[src/rtl/second_chance_pkg.sv]
// Shared types and constants for the second-chance slot allocator.
package second_chance_pkg;

  typedef enum logic {
    OP_INSERT = 1'b0,
    OP_DELETE = 1'b1
  } op_t;

  typedef enum logic [1:0] {
    ST_IDLE = 2'd0,
    ST_RD   = 2'd1,
    ST_CHK  = 2'd2,
    ST_RSP  = 2'd3
  } state_t;

  localparam logic [1:0] SEL_NONE = 2'd3;

endpackage

[src/rtl/second_chance_slot_allocator_if.sv]
// Request, flag-register and response signals of the slot allocator.
interface second_chance_slot_allocator_if #(parameter int SIZE = 10);
  logic            req_valid;
  logic            req_ready;
  logic            req_op;
  logic [SIZE-1:0] req_adr_0;
  logic [SIZE-1:0] req_adr_1;
  logic [SIZE-1:0] req_adr_2;
  logic [SIZE-1:0] read_adr_0;
  logic [SIZE-1:0] read_adr_1;
  logic [SIZE-1:0] read_adr_2;
  logic            flag_in_0;
  logic            flag_in_1;
  logic            flag_in_2;
  logic [SIZE-1:0] write_adr;
  logic            write_en;
  logic            write_is_valid;
  logic            resp_valid;
  logic            resp_ready;
  logic            resp_ok;
  logic [1:0]      resp_sel;
  logic [SIZE-1:0] resp_adr;

  modport slave (
    input  req_valid, req_op, req_adr_0, req_adr_1, req_adr_2,
    input  flag_in_0, flag_in_1, flag_in_2, resp_ready,
    output req_ready, read_adr_0, read_adr_1, read_adr_2,
    output write_adr, write_en, write_is_valid,
    output resp_valid, resp_ok, resp_sel, resp_adr
  );

  modport master (
    output req_valid, req_op, req_adr_0, req_adr_1, req_adr_2,
    output flag_in_0, flag_in_1, flag_in_2, resp_ready,
    input  req_ready, read_adr_0, read_adr_1, read_adr_2,
    input  write_adr, write_en, write_is_valid,
    input  resp_valid, resp_ok, resp_sel, resp_adr
  );
endinterface

[src/rtl/second_chance_free_select.sv]
// Three-way priority picker: lowest-index free candidate wins.
module second_chance_free_select
  import second_chance_pkg::*;
(
  input  logic [2:0] i_free,
  output logic       o_found,
  output logic [1:0] o_sel
);

  always_comb begin
    o_found = 1'b1;
    o_sel   = 2'd0;
    if (i_free[0]) begin
      o_sel = 2'd0;
    end else if (i_free[1]) begin
      o_sel = 2'd1;
    end else if (i_free[2]) begin
      o_sel = 2'd2;
    end else begin
      o_found = 1'b0;
      o_sel   = SEL_NONE;
    end
  end

endmodule

[src/rtl/second_chance_slot_allocator.sv]
// Insert/delete control stage in front of the second-chance flag register.
// Optional occupancy/insert statistics under SLOT_ALLOC_STATS_EN.
module second_chance_slot_allocator
  import second_chance_pkg::*;
#(
  parameter int SIZE = 10
) (
  input  logic clk,
  input  logic reset,
  second_chance_slot_allocator_if.slave bus
`ifdef SLOT_ALLOC_STATS_EN
  ,
  output logic [31:0]   stat_inserts,
  output logic [31:0]   stat_fails,
  output logic [SIZE:0] stat_occupied
`endif
);

  state_t          r_state;
  state_t          w_next;
  op_t             r_op;
  logic [SIZE-1:0] r_adr_0;
  logic [SIZE-1:0] r_adr_1;
  logic [SIZE-1:0] r_adr_2;
  logic            r_resp_ok;
  logic [1:0]      r_resp_sel;
  logic [SIZE-1:0] r_resp_adr;

  logic            w_found;
  logic [1:0]      w_sel;
  logic [SIZE-1:0] w_win_adr;

  second_chance_free_select u_free_select (
    .i_free  (~{bus.flag_in_2, bus.flag_in_1, bus.flag_in_0}),
    .o_found (w_found),
    .o_sel   (w_sel)
  );

  // With no winner the address falls back to candidate 0.
  always_comb begin
    case (w_sel)
      2'd1:    w_win_adr = r_adr_1;
      2'd2:    w_win_adr = r_adr_2;
      default: w_win_adr = r_adr_0;
    endcase
  end

  always_ff @(posedge clk) begin
    if (reset) r_state <= ST_IDLE;
    else       r_state <= w_next;
  end

  // Write strobe is gated by reset so a write pending in CHK is dropped.
  always_comb begin
    w_next             = r_state;
    bus.req_ready      = 1'b0;
    bus.resp_valid     = 1'b0;
    bus.write_en       = 1'b0;
    bus.write_adr      = r_adr_0;
    bus.write_is_valid = 1'b0;
    case (r_state)
      ST_IDLE: begin
        bus.req_ready = !reset;
        if (bus.req_valid && !reset) w_next = ST_RD;
      end
      ST_RD:   w_next = ST_CHK;
      ST_CHK: begin
        w_next = ST_RSP;
        if (r_op == OP_DELETE) begin
          bus.write_en = !reset;
        end else if (w_found) begin
          bus.write_en       = !reset;
          bus.write_adr      = w_win_adr;
          bus.write_is_valid = 1'b1;
        end
      end
      ST_RSP: begin
        bus.resp_valid = 1'b1;
        if (bus.resp_ready) w_next = ST_IDLE;
      end
      default: w_next = ST_IDLE;
    endcase
  end

  always_ff @(posedge clk) begin
    if (reset) begin
      r_op       <= OP_INSERT;
      r_adr_0    <= '0;
      r_adr_1    <= '0;
      r_adr_2    <= '0;
      r_resp_ok  <= 1'b0;
      r_resp_sel <= SEL_NONE;
      r_resp_adr <= '0;
    end else begin
      if (r_state == ST_IDLE && bus.req_valid) begin
        r_op    <= op_t'(bus.req_op);
        r_adr_0 <= bus.req_adr_0;
        r_adr_1 <= bus.req_adr_1;
        r_adr_2 <= bus.req_adr_2;
      end
      if (r_state == ST_CHK) begin
        if (r_op == OP_DELETE) begin
          r_resp_ok  <= bus.flag_in_0;
          r_resp_sel <= 2'd0;
          r_resp_adr <= r_adr_0;
        end else begin
          r_resp_ok  <= w_found;
          r_resp_sel <= w_sel;
          r_resp_adr <= w_win_adr;
        end
      end
    end
  end

  assign bus.read_adr_0 = r_adr_0;
  assign bus.read_adr_1 = r_adr_1;
  assign bus.read_adr_2 = r_adr_2;
  assign bus.resp_ok    = r_resp_ok;
  assign bus.resp_sel   = r_resp_sel;
  assign bus.resp_adr   = r_resp_adr;

`ifdef SLOT_ALLOC_STATS_EN
  localparam logic [SIZE:0] OCC_MAX = {1'b1, {SIZE{1'b0}}};

  always_ff @(posedge clk) begin
    if (reset) begin
      stat_inserts  <= '0;
      stat_fails    <= '0;
      stat_occupied <= '0;
    end else if (r_state == ST_CHK) begin
      if (r_op == OP_INSERT) begin
        if (w_found) begin
          stat_inserts <= stat_inserts + 32'd1;
          if (stat_occupied != OCC_MAX) stat_occupied <= stat_occupied + 1'b1;
        end else begin
          stat_fails <= stat_fails + 32'd1;
        end
      end else if (bus.flag_in_0 && stat_occupied != '0) begin
        stat_occupied <= stat_occupied - 1'b1;
      end
    end
  end
`endif

endmodule

[src/flat_wrapper.sv]
// flat-port wrapper written by rule: the top's interface ports become plain ports
module second_chance_slot_allocator_flat import second_chance_pkg::*;
#(
  parameter int SIZE = 10
)
  (clk, reset, bus_req_valid, bus_req_op, bus_req_adr_0, bus_req_adr_1, bus_req_adr_2, bus_flag_in_0, bus_flag_in_1, bus_flag_in_2, bus_resp_ready, bus_req_ready, bus_read_adr_0, bus_read_adr_1, bus_read_adr_2, bus_write_adr, bus_write_en, bus_write_is_valid, bus_resp_valid, bus_resp_ok, bus_resp_sel, bus_resp_adr);
  second_chance_slot_allocator_if #(.SIZE(SIZE)) bus_i ();
  input  logic clk;
  input  logic reset;
  input wire logic [$bits(bus_i.req_valid)-1:0] bus_req_valid;
  input wire logic [$bits(bus_i.req_op)-1:0] bus_req_op;
  input wire logic [$bits(bus_i.req_adr_0)-1:0] bus_req_adr_0;
  input wire logic [$bits(bus_i.req_adr_1)-1:0] bus_req_adr_1;
  input wire logic [$bits(bus_i.req_adr_2)-1:0] bus_req_adr_2;
  input wire logic [$bits(bus_i.flag_in_0)-1:0] bus_flag_in_0;
  input wire logic [$bits(bus_i.flag_in_1)-1:0] bus_flag_in_1;
  input wire logic [$bits(bus_i.flag_in_2)-1:0] bus_flag_in_2;
  input wire logic [$bits(bus_i.resp_ready)-1:0] bus_resp_ready;
  output wire logic [$bits(bus_i.req_ready)-1:0] bus_req_ready;
  output wire logic [$bits(bus_i.read_adr_0)-1:0] bus_read_adr_0;
  output wire logic [$bits(bus_i.read_adr_1)-1:0] bus_read_adr_1;
  output wire logic [$bits(bus_i.read_adr_2)-1:0] bus_read_adr_2;
  output wire logic [$bits(bus_i.write_adr)-1:0] bus_write_adr;
  output wire logic [$bits(bus_i.write_en)-1:0] bus_write_en;
  output wire logic [$bits(bus_i.write_is_valid)-1:0] bus_write_is_valid;
  output wire logic [$bits(bus_i.resp_valid)-1:0] bus_resp_valid;
  output wire logic [$bits(bus_i.resp_ok)-1:0] bus_resp_ok;
  output wire logic [$bits(bus_i.resp_sel)-1:0] bus_resp_sel;
  output wire logic [$bits(bus_i.resp_adr)-1:0] bus_resp_adr;
  assign bus_i.req_valid = bus_req_valid;
  assign bus_i.req_op = bus_req_op;
  assign bus_i.req_adr_0 = bus_req_adr_0;
  assign bus_i.req_adr_1 = bus_req_adr_1;
  assign bus_i.req_adr_2 = bus_req_adr_2;
  assign bus_i.flag_in_0 = bus_flag_in_0;
  assign bus_i.flag_in_1 = bus_flag_in_1;
  assign bus_i.flag_in_2 = bus_flag_in_2;
  assign bus_i.resp_ready = bus_resp_ready;
  assign bus_req_ready = bus_i.req_ready;
  assign bus_read_adr_0 = bus_i.read_adr_0;
  assign bus_read_adr_1 = bus_i.read_adr_1;
  assign bus_read_adr_2 = bus_i.read_adr_2;
  assign bus_write_adr = bus_i.write_adr;
  assign bus_write_en = bus_i.write_en;
  assign bus_write_is_valid = bus_i.write_is_valid;
  assign bus_resp_valid = bus_i.resp_valid;
  assign bus_resp_ok = bus_i.resp_ok;
  assign bus_resp_sel = bus_i.resp_sel;
  assign bus_resp_adr = bus_i.resp_adr;
  second_chance_slot_allocator #(.SIZE(SIZE)) u_core (.clk(clk), .reset(reset), .bus(bus_i));
endmodule
[config.mk]
export PLATFORM = sky130hd
export DESIGN_NAME = second_chance_slot_allocator_flat
export DESIGN_NICKNAME = d
export VERILOG_FILES = /design/src/rtl/second_chance_pkg.sv /design/src/rtl/second_chance_slot_allocator_if.sv /design/src/rtl/second_chance_free_select.sv /design/src/rtl/second_chance_slot_allocator.sv /design/src/flat_wrapper.sv
export SDC_FILE = /design/constraint.sdc
export NUM_CORES = 1
export LEC_CHECK = 0
export CORE_AREA = 3 3 77 79
export DETAILED_ROUTE_END_ITERATION = 8
export DIE_AREA = 0 0 80 82
export PLACE_DENSITY = 0.77
export SYNTH_ARGS = -nofsm -noshare
export SYNTH_HDL_FRONTEND = slang
export SYNTH_SLANG_ARGS = --single-unit
[constraint.sdc]
create_clock -name clk -period 2.25 [get_ports clk]
set_input_delay 0.45 -clock clk [delete_from_list [all_inputs] [get_ports clk]]
set_output_delay 0.45 -clock clk [all_outputs]
set_load 0.02 [all_outputs]
# Yosys cells after proc, flatten, opt, wreduce, memory -nomap -nowiden
# Index checks and enable logic that the tools add are counted.
[classes] n_reduce_logical=5 mux=24 bitwise=1 eq_ne=7
[op_table] op="$mux 10" n=4
[op_table] op="$pmux 10 s2" n=1
[op_table] op="$mux 1" n=13
[op_table] op="$mux 2" n=5
[op_table] op="$pmux 2 s4" n=1
[op_table] op="$eq 2x2->1 const B" n=3
[op_table] op="$eq 2x1->1 const B" n=2
[op_table] op="$not 3->3" n=1
[op_table] op="$logic_and 1x1->1" n=2
[op_table] op="$logic_not 2->1" n=1
[op_table] op="$ne 2x1->1 const B" n=1
[op_table] op="$ne 2x2->1 const B" n=1
[op_table] op="$reduce_and 2->1" n=1
[op_table] op="$logic_not 1->1" n=1
[word_totals] elab_cells=45 reg_bits=46 output_inout_bits=57 inputBits=38

# Depth between registers and ports, before layout
[logic_depth] ltp_word=9 depth_mapped=7 depth_no_buf=6

# By module
# A second synthesis with hierarchy kept.
[hier_totals] hier_cells=269 area_unflattened_um2=2089.5
[by_module_without_submodules] module="second_chance_slot_allocator" seq_area_each_um2=920.9 cells_per_inst=265 area_each_um2=2070.7 instances=1
[by_module_without_submodules] module="second_chance_free_select" seq_area_each_um2=0.0 cells_per_inst=4 area_each_um2=18.8 instances=1

# Worst setup path before layout
# Ideal clock, no wire load.
[synth_path] path_type="flip-flop to output port" from="reg u_core.r_state[0]" to="out bus_write_adr[0]" path_slack_ns=0.245 arrival_time_ns=1.555 required_time_ns=1.800 stages_incl_launch_ff=8 path_cell_list="dfxtp_1 inv_1 ha_1 inv_2 a311o_1 clkbuf_1 a211oi_1 a21o_1"
[synth_between] elab_chain_cells=2
[synth_lines] item="from (decl)" line_no="second_chance_slot_allocator.sv:19" text="state_t r_state;"
[synth_lines] item="from (signal assigned)" line_no="second_chance_slot_allocator.sv:50" text="else r_state <= w_next;"
[synth_lines] item="$eq 2x2->1" line_no="second_chance_slot_allocator.sv:61" text="case (r_state)"
[synth_lines] item="$mux 10" line_no="second_chance_slot_allocator.sv:61"
[synth_lines] item="to (decl)" line_no="flat_wrapper.sv:23" text="output wire logic [$bits(bus_i.write_adr)-1:0] bus_write_adr;"
# Every way passes these cells.

# Final worst setup path
[layout_path] from="reg u_core.r_state[0]" to="out bus_write_adr[7]"
# The elaborated chain is that of the path after synthesis.

==> flow_metrics.tcl <==
set metrics [dict create \
    period_share_pct 101 \
    ys_ff_latch 46 \
    core_area_sq_um 5410 \
    finish.instance_area_sq_um 3700 \
    critPathArrivalTime_ns 1.83 \
    cp.required_ns 1.80 \
    die_x_um 80 \
    synth_top_cells_by_area "dfxtp_1, nand2_1, a21oi_1, a311oi_2, nor2_1" \
    synth_ff_type "dfxtp_1" \
    cts_tree "yes" \
    grt_pass1_wl_um 11000 \
    final_hold_viol_count 0 \
    clk_latency_ns 0.30 \
    synthTopCellsByCount "nand2_1, dfxtp_1, a21oi_1, nor2_1, clkbuf_1" \
    timing.final.ws_setup_ns -0.0262 \
    rsz0062_at_grt "yes" \
    clockBufferDepth 2 \
    p_leak_nw 1.50 \
    place_area_sq_um 3450 \
    vias_per_cell 5.17 \
    synth_cell_types 25 \
    ant_nets 0 \
    cts_setup_buffers 0 \
    nets 435 \
    min_period_ns 2.28 \
    cts_sinks 46 \
    synth_edf_count 0 \
    status "complete, but fails checks" \
    setup_viol_count_final 4 \
    grt_max_degree 48 \
    netlist_instances 276 \
    drc 0 \
    start_kind "flop" \
    tightest_slew_ns 0.550 \
    nFillCells 447 \
    die_area_sq_um 6560 \
    wl_per_cell_um 15.1 \
    synthArstFlopShare_pct 0 \
    yosys.area.top_type "dfxtp_1" \
    violations "negative setup slack" \
    antenna_found_initial 1 \
    timing.fmax_mhz 439 \
    max_slew_margin_pct 63.3 \
    clk_pin_slew_worst_paths_ns 0.09 \
    wirelength_um 7070 \
    synth_top_cell_area_share_pct 42.1 \
    synth_fp_nets 318 \
    htreeDepth 2 \
    port_buffers 94 \
    synth.most_common_cell "nand2_1" \
    crit_path_max_fanout 21 \
    powerDensity_nw_per_um2 1090 \
    maxCapViolCount 0 \
    firstDrtPassIters 4 \
    drv_slew 0 \
    syn_avg_cell_area_sq_um 7.92 \
    cts_buffers 5 \
    ctsHoldBuffers 0 \
    die_h_um 82 \
    dp_hpwl_um 5060 \
    register_area_sq_um 922 \
    drive_above_1_share_pct 22.6 \
    multi_input_area_sq_um 1270 \
    end_kind "primary output" \
    fp-row-count 27 \
    syn_area_sq_um 2190 \
    root_buffer "clkbuf_8" \
    io_pins 95 \
    areaGrowthSynthToFinish_pct 69.5 \
    grt_usage_pct 21.3 \
    yosysSeqAreaShare_pct 42.1 \
    first_iter_violations 113 \
    grt_pass1_vias 2296 \
    hold_path_class "reg2reg" \
    fin_skew_ns 0.00826 \
    utilization_pct 68.5 \
    path_class "reg2out" \
    vias 2414 \
    synth_warnings 0 \
    total_power_mw 4.05 \
    vdd_drop_max_uv 548 \
    overflow 0 \
    start_util_pct 40.4 \
    gp_congestion 0.866 \
]
## flip-flops by register name, indices dropped and copies added (netlist names)
name / count
u_core.bus.read_adr_2: 10
u_core.r_state: 2
u_core.bus.resp_adr: 10
u_core.r_op: 1
u_core.bus.resp_ok: 1
u_core.bus.resp_sel: 2
u_core.bus.read_adr_0: 10
u_core.bus.read_adr_1: 10
## worst max-delay path: stages (launching register included)
cell      delay [ns]
dfxtp_2         0.34
inv_4           0.07
ha_4            0.14
inv_2           0.03
a311o_1         0.31
buf_12          0.18
a211oi_1        0.18
a21o_1          0.13
buf_4           0.14
## final timing paths
kind,start,to,slack (ns),cells after the start
max,u_core.r_state[0],bus_write_adr[7],-0.03,8
min,u_core.bus.resp_sel[0],u_core.bus.resp_sel[0],0.47,2
max reg2reg,u_core.r_state[1],u_core.bus.read_adr_0[1],0.70,7
min reg2reg,u_core.bus.resp_sel[0],u_core.bus.resp_sel[0],0.47,2
## cell usage in the layout (no fill, tap or decap), types with 2 or more instances in the layout
| master | instances |
|---|---|
| a211oi_4 | 2 |
| ha_1 | 3 |
| a211oi_2 | 6 |
| a21o_1 | 10 |
| nor2_1 | 24 |
| nand2_1 | 75 |
| a311oi_1 | 2 |
| bufinv_16 | 2 |
| clkbuf_8 | 5 |
| dfxtp_1 | 45 |
| dlygate4sd2_1 | 4 |
| buf_6 | 8 |
| buf_12 | 3 |
| buf_4 | 38 |
| inv_2 | 2 |
| clkdlybuf4s50_1 | 77 |
| o22ai_2 | 5 |
| o22ai_1 | 5 |
| a311oi_2 | 10 |
| a21oi_1 | 35 |
| a211o_1 | 10 |
| nor2b_1 | 4 |
| a211oi_1 | 3 |
## timing repair
item                                    CTS  global route
endpoints found under the setup margin   12            12
gates resized for setup                  75            13
pin swaps                                 1             0
endpoints found under the hold margin     0             0
## metrics by stage
stage / cells / hold slack, ns / TNS, ns / setup slack (ns)
floorplan: 276 / 0.495 / 0 / 0.245
global placement: 458 / 0.456 / -6.51 / -0.624
detailed placement: 458 / 0.456 / -6.81 / -0.651
CTS: 466 / 0.476 / -0.189 / -0.0352
global route: 467 / 0.503 / -0.534 / -0.0794
finish: 467 / 0.474 / -0.0932 / -0.0262
## cell families (layout without fill, tap and decap cells)
kind of cell,Yosys count,in the layout,synth area share (%)
other,0,1,0
AOI/OAI and AO/OA,91,91,31.0
adders and majority gates,4,4,2.29
buffers and inverters,27,145,4.92
DFF,46,46,42.1
muxes,1,1,0.458
and+or+nand+nor,107,107,19.2
## layout make-up
| class | count | share of cell area (%) |
|---|---|---|
| Tap cell | 72 | 2.43 |
| Clock inverter | 3 | 1.86 |
| Clock buffer | 5 | 1.86 |
| Multi-Input combinational cell | 203 | 34.3 |
| Inverter | 4 | 0.473 |
| Timing Repair Buffer | 133 | 34.1 |
| Sequential cell | 46 | 24.9 |
| Antenna cell | 1 | 0.0675 |
## layer usage
layer  vias to the layer above  wire (um)  track usage [%]
met2                        97       3450             35.3
met4                         0         94             6.93
met5                         -          0                0
met1                      1117       3050             27.5
li1                       1190          -                -
met3                        10        485             4.50
## power breakdown
part | internal, mW | switching [mW]
Clock | 0.445 | 0.294
Combinational | 0.990 | 1.14
Sequential | 1.02 | 0.159
Note: power is estimated with default switching activity, not from simulation.
